===== config.mk =====
export PLATFORM = sky130hd
export DESIGN_NAME = pipe_stage_skid_reg
export DESIGN_NICKNAME = d
export VERILOG_FILES = /design/src/rtl/pipe_stage_skid_reg.sv
export SDC_FILE = /design/constraint.sdc
export NUM_CORES = 1
export LEC_CHECK = 0
export CAP_MARGIN = 20
export CORE_MARGIN = 3
export CORE_UTILIZATION = 44
export CTS_BUF_LIST = sky130_fd_sc_hd__clkbuf_16
export CTS_CLUSTER_DIAMETER = 50
export DETAILED_ROUTE_END_ITERATION = 16
export PLACE_DENSITY_LB_ADDON = 0.1
export SLEW_MARGIN = 40
export SYNTH_ARGS = -nofsm -noshare
export SYNTH_HDL_FRONTEND = slang
export SYNTH_SLANG_ARGS = --single-unit

===== constraint.sdc =====
create_clock -name clk -period 2.1 [get_ports clk]
set_input_delay 0.315 -clock clk [delete_from_list [all_inputs] [get_ports clk]]
set_output_delay 0.315 -clock clk [all_outputs]
set_load 0.02 [all_outputs]

===== src/rtl/pipe_stage_skid_reg.sv =====
// Inter-stage pipeline register with a two-entry skid buffer.
// in_ready comes from a flop, so a downstream stall never reaches the
// upstream stage combinationally. Flush inserts a bubble, and control bits
// are forced to zero in any empty slot. A saturating counter records
// bubble cycles for CPI profiling.
module pipe_stage_skid_reg #(
  parameter int CTRL_W = 8,
  parameter int DATA_W = 111,
  parameter int CNT_W  = 16
) (
  input  logic              clk,
  input  logic              reset_in,
  input  logic              in_valid,
  output logic              in_ready,
  input  logic [CTRL_W-1:0] in_ctrl,
  input  logic [DATA_W-1:0] in_data,
  input  logic              flush_in,
  output logic              out_valid,
  input  logic              out_ready,
  output logic [CTRL_W-1:0] out_ctrl,
  output logic [DATA_W-1:0] out_data,
  output logic [CNT_W-1:0]  bubble_count
);

  typedef enum logic [1:0] {
    EMPTY = 2'd0,
    ONE   = 2'd1,
    FULL  = 2'd2
  } state_t;

  state_t state_q, state_d;

  logic [CTRL_W-1:0] main_ctrl_q, skid_ctrl_q;
  logic [DATA_W-1:0] main_data_q, skid_data_q;
  logic              in_ready_q;
  logic [CNT_W-1:0]  bubble_q;

  logic accept;
  logic drain;
  logic load_main_in;
  logic load_main_skid;
  logic load_skid_in;

  assign out_valid = (state_q != EMPTY);
  assign accept    = in_valid && in_ready_q;
  assign drain     = out_valid && out_ready;

  // Next-state and entry-load decisions; flush overrides every transition.
  always_comb begin
    state_d        = state_q;
    load_main_in   = 1'b0;
    load_main_skid = 1'b0;
    load_skid_in   = 1'b0;
    if (flush_in) begin
      state_d = EMPTY;
    end else begin
      case (state_q)
        EMPTY: begin
          if (accept) begin
            load_main_in = 1'b1;
            state_d      = ONE;
          end
        end
        ONE: begin
          if (accept && drain) begin
            load_main_in = 1'b1;
          end else if (accept) begin
            load_skid_in = 1'b1;
            state_d      = FULL;
          end else if (drain) begin
            state_d = EMPTY;
          end
        end
        FULL: begin
          if (drain) begin
            load_main_skid = 1'b1;
            state_d        = ONE;
          end
        end
        default: state_d = EMPTY;
      endcase
    end
  end

  // State register; in_ready is registered from the next state.
  always_ff @(posedge clk) begin
    if (reset_in) begin
      state_q    <= EMPTY;
      in_ready_q <= 1'b1;
    end else begin
      state_q    <= state_d;
      in_ready_q <= (state_d != FULL);
    end
  end

  // MAIN and SKID entries; flush and reset wipe both so nothing stale survives.
  always_ff @(posedge clk) begin
    if (reset_in || flush_in) begin
      main_ctrl_q <= '0;
      main_data_q <= '0;
      skid_ctrl_q <= '0;
      skid_data_q <= '0;
    end else begin
      if (load_main_in) begin
        main_ctrl_q <= in_ctrl;
        main_data_q <= in_data;
      end else if (load_main_skid) begin
        main_ctrl_q <= skid_ctrl_q;
        main_data_q <= skid_data_q;
      end
      if (load_skid_in) begin
        skid_ctrl_q <= in_ctrl;
        skid_data_q <= in_data;
      end
    end
  end

  // Saturating count of cycles where downstream was ready but we had nothing.
  always_ff @(posedge clk) begin
    if (reset_in) begin
      bubble_q <= '0;
    end else if (!out_valid && out_ready && (bubble_q != {CNT_W{1'b1}})) begin
      bubble_q <= bubble_q + CNT_W'(1);
    end
  end

  assign in_ready     = in_ready_q;
  assign out_ctrl     = out_valid ? main_ctrl_q : '0;
  assign out_data     = main_data_q;
  assign bubble_count = bubble_q;

endmodule


After elaboration in Yosys (flattened, before gate mapping). Cells that the tools add are included.

Add/sub/neg operators: 1. Multipliers: 0. Divide/modulo/power cells: 0. Order comparisons: 0. Eq/ne operators: 4. Shift-type cells: 0. Muxes and demuxes: 22. Bitwise logic cells: 0. Reduce and logical (&&, ||, !) cells: 10.

Operators by type and width (number): 2-to-1 mux 111 bit (2); 2-to-1 mux 8 bit (3); adder 16 x 1 -> 16 bit (second input constant) (1); != test 16 bit (second input constant) (1); 2-to-1 mux 2 bit (6); 2-to-1 mux 1 bit (9); case mux 2 bit (3 select lines) (1); logical AND 1 bit (5); nonzero test 2 bit (2); == test 2 x 1 -> 1 bit (second input constant) (1); == test 2 bit (second input constant) (1); logical NOT 2 bit (1); != test 2 bit (second input constant) (1); case mux 1 bit (2 select lines) (1); logical NOT 1 bit (1); logical OR 1 bit (1).

Flip-flop bits (word level): 257. Latch bits: 0. Memory bits (writable): 0. ROM bits: 0. Output and inout port bits: 137. Memories kept: 0.

Longest topological paths before layout.
Word-level depth: 8. Depth in mapped cells: 7. Depth with buffers taken out: 5.

Worst setup path after synthesis. Ideal clock, no wire load.

Path kind: reg2reg. From: register bubble_q[0] (netlist: bubble_count[0]). To: register bubble_q[1] (netlist: bubble_count[1]). Arrival: 1.986 ns. Data required time: 1.971 ns. Setup slack: -0.015 ns. Cell stages (with the launch flop): 7. Path through: dfxtp_1 > ha_1 > nand4_1 > nor4_1 > clkbuf_1 > nand3b_1 > a21oi_1.

Cells in the longest elaborated chain, start to end: 2.

RTL lines: start, declared (line 36) `logic [CNT_W-1:0] bubble_q;`; start signal, assigned (line 123) `bubble_q <= bubble_q + CNT_W'(1);`; branches (longest 2 deep; another with adder 16 x 1 -> 16 bit).

Several ways; the timed one is not identified. A chain may end at the register's enable or synchronous reset.

Worst setup path after layout.
From: register state_q[0]. To: output port out_ctrl[5].

Cells in the longest elaborated chain, start to end: 2.

RTL lines: start, declared (line 31) `state_t state_q, state_d;`; start signal, assigned (line 91) `state_q <= state_d;`; nonzero test 2 bit (line 44) `assign out_valid = (state_q != EMPTY);`; 2-to-1 mux 8 bit (line 128) `assign out_ctrl = out_valid ? main_ctrl_q : '0;`; end, declared (line 20) `output logic [CTRL_W-1:0] out_ctrl,`.

Every way passes these cells.

==> results.sh <==
export IMPL_end_kind="output pin"
export IMPL_ys_seq_area_share_pct=50.3
export IMPL_yosys_warnings=0
export IMPL_wl_per_cell_um=15.7
export IMPL_drive_gt1_share_pct=8.28
export IMPL_hold_viol=0
export IMPL_worst_path_max_fanout=7
export IMPL_worst_hold_path_type="input port to flop"
export IMPL_clock_sinks=257
export IMPL_synth_distinct_cells=36
export IMPL_cts_hold_buf=0
export IMPL_setup_viol=0
export IMPL_power_mw=11.5
export IMPL_cts_tree="yes"
export IMPL_fp_dieW_um=158
export IMPL_antenna_found_initial=0
export IMPL_wl_met2_um=12500
export IMPL_clk_pin_slew_worst_paths_ns=0.06
export IMPL_grt_overflow=0
export IMPL_syn_to_final_growth_pct=42.1
export IMPL_final_max_slew_viol_count=0
export IMPL_grt_pass1_wl_um=43200
export IMPL_hold_slack_ns=0.399
export IMPL_port_buffers=260
export IMPL_drv_cap=0
export IMPL_start_util_pct=45.0
export IMPL_clockBufferDepth=3
export IMPL_die_area_um2=25100
export IMPL_placed_cells=1673
export IMPL_grt_usage_pct=20.9
export IMPL_gpl_final_weighted_congestion=0.780
export IMPL_finalCriticalPeriod_ns=1.97
export IMPL_clock_fmax_ghz=0.507
export IMPL_grt_max_degree=125
export IMPL_arrival_ns=1.66
export IMPL_drt_iter0_drc=424
export IMPL_fin_cells=1735
export IMPL_rsz0062_at_grt="false"
export IMPL_leakagePower_nw=4.76
export IMPL_numCtsBuffers=34
export IMPL_vias_per_cell=5.21
export IMPL_avgSynthCellArea_um2=8.69
export IMPL_highest_layer="met4"
export IMPL_slew_headroom_pct=62.3
export IMPL_rows=55
export IMPL_fin_skew_ns=0.00840
export IMPL_grt_pass1_vias=8611
export IMPL_power_density_nw_per_um2=794
export IMPL_ios=261
export IMPL_dr_pass1_iters=4
export IMPL_drc=0
export IMPL_routed_wl_um=27300
export IMPL_multi_input_area_um2=4700
export IMPL_register_area_um2=5150
export IMPL_clock_latency_ns=0.49
export IMPL_critPathRequiredTime_ns=1.78
export IMPL_synth_seq_cells=257
export IMPL_start_kind="flop"
export IMPL_fillCellCount=1917
export IMPL_cts_root_buf="clkbuf_16"
export IMPL_syn_area_um2=10200
export IMPL_finalNetCount=1551
export IMPL_cts_htree_levels=2
export IMPL_critPathKind="flop to output pin"
export IMPL_synth_cells=1177
export IMPL_peakVddDrop_mv=0.572
export IMPL_die_y_um=158
export IMPL_core_area_um2=22700
export IMPL_dp_hpwl_um=17900
export IMPL_vias=9043
export IMPL_tightest_slew_ns=0.566
export IMPL_period_share_pct=93.9
export IMPL_syn_nets=1302
export IMPL_wl_met3_um=2190
export IMPL_m1WireLength_um=12100
export IMPL_status="complete, no violations"
export IMPL_antenna_left=0
-- Yosys cell counts --
master	count	area [µm²]
and2b_2	1	8.76
nor2_1	123	462
ha_1	1	12.5
dfxtp_1	257	5140
or2_2	2	12.5
mux2i_1	120	1200
or4_2	2	17.5
nor4b_1	1	8.76
or3_1	6	37.5
a21o_1	1	7.51
nand3_1	7	35.0
or4b_2	1	10.0
a41oi_1	1	8.76
inv_1	3	11.3
nor3_1	6	30.0
buf_2	20	100
buf_6	1	11.3
o21ai_0	8	40.0
nor3b_1	1	7.51
or3b_1	1	8.76
o31ai_1	7	52.6
clkbuf_1	78	293
nand2_1	246	923
or3_4	1	11.3
o311ai_0	1	8.76
nor2b_1	9	56.3
a21oi_1	134	671
nor4_1	3	18.8
and4_1	1	8.76
or4_1	6	45.0
nand2b_1	1	6.26
or3_2	3	22.5
mux2_2	1	11.3
nand3b_1	1	7.51
a211oi_1	119	893
nand4_1	3	18.8
-- power by group --
part / leakage, nW / internal [mW] / switching [mW]
logic: 2.12 / 0.476 / 0.480
registers: 2.08 / 4.97 / 0.0548
clock network: 0.565 / 3.43 / 2.11
total: 4.76 / 8.88 / 2.65
-- area by class of cell --
type	instances	area share, %
diodes	1	0.0172
well taps	285	2.46
inverters	3	0.0775
repair buffers	312	22.1
clock inverters	22	1.21
multi-input cells	818	32.4
clock buffers	37	6.38
flip-flops and latches	257	35.4
-- timing repair --
item,in CTS,in global routing
cloned,0,0
endpoints found under the setup margin,9,4
pin swaps,0,1
setup buffers,0,2
gates resized for setup,8,3
hold endpoints to repair,0,0
-- worst max-delay path, stage by stage, from the launching register on --
cell,delay (ns)
dfxtp_2,0.42
nor2_4,0.07
buf_4,0.14
nor2b_1,0.18
dlygate4sd2_1,0.36
-- kinds of logic (layout without fill, tap and decap cells) --
logic type | after synthesis | in the layout | share of synthesized area [%]
fa+ha+maj | 1 | 1 | 0.122
flops | 257 | 257 | 50.3
mux | 121 | 121 | 11.9
compound gates | 271 | 271 | 16.4
simple gates | 425 | 425 | 17.2
other cells | 0 | 1 | 0
buf+inv | 102 | 374 | 4.06
-- cell usage in the layout (no fill, tap or decap), types with 17 or more instances in the layout --
| cell type | instances |
|---|---|
| a211oi_1 | 119 |
| a21oi_1 | 134 |
| buf_12 | 17 |
| buf_4 | 35 |
| clkbuf_16 | 37 |
| clkdlybuf4s50_1 | 252 |
| dfxtp_1 | 256 |
| mux2i_1 | 120 |
| nand2_1 | 246 |
| nor2_1 | 122 |
-- path summary, 6_finish.rpt --
path / slack (ns) / startpoint / endpoint / cells after the start
hold reg to reg: 0.45 / skid_data_q[79] / skid_data_q[79] / 2
setup reg to reg: 0.14 / state_q[0] / bubble_count[14] / 4
hold / removal: 0.40 / in_data[70] / skid_data_q[70] / 3
setup / recovery: 0.13 / state_q[0] / out_ctrl[5] / 4
-- through the flow --
step / util [%] / instance area, µm² / setup WS (ns) / setup TNS (ns)
2_1_floorplan: - / 10200 / -0.0100 / -0.0200
3_3_place_gp: 59.0 / 13400 / -0.251 / -34.71
3_5_place_dp: 59.0 / 13400 / -0.267 / -35.90
4_1_cts: 63.8 / 14500 / 0.00970 / 0
5_1_grt: 63.9 / 14500 / 0.0308 / 0
6_report: 64.0 / 14500 / 0.129 / 0
-- metal layers --
metal | vias to the layer above | track usage [%]
met3 | 35 | 6.71
met1 | 4186 | 27.4
met4 | 0 | 5.20
met2 | 235 | 33.7
li1 | 4587 | -
met5 | - | 0
-- sequential cells by signal, indices dropped and copies added (netlist names) --
signal and flops:
skid_ctrl_q 8, skid_data_q 111, bubble_count 16, main_ctrl_q 8, in_ready 1, out_data 111
state_q 2
Note: power is estimated with default switching activity, not from simulation.
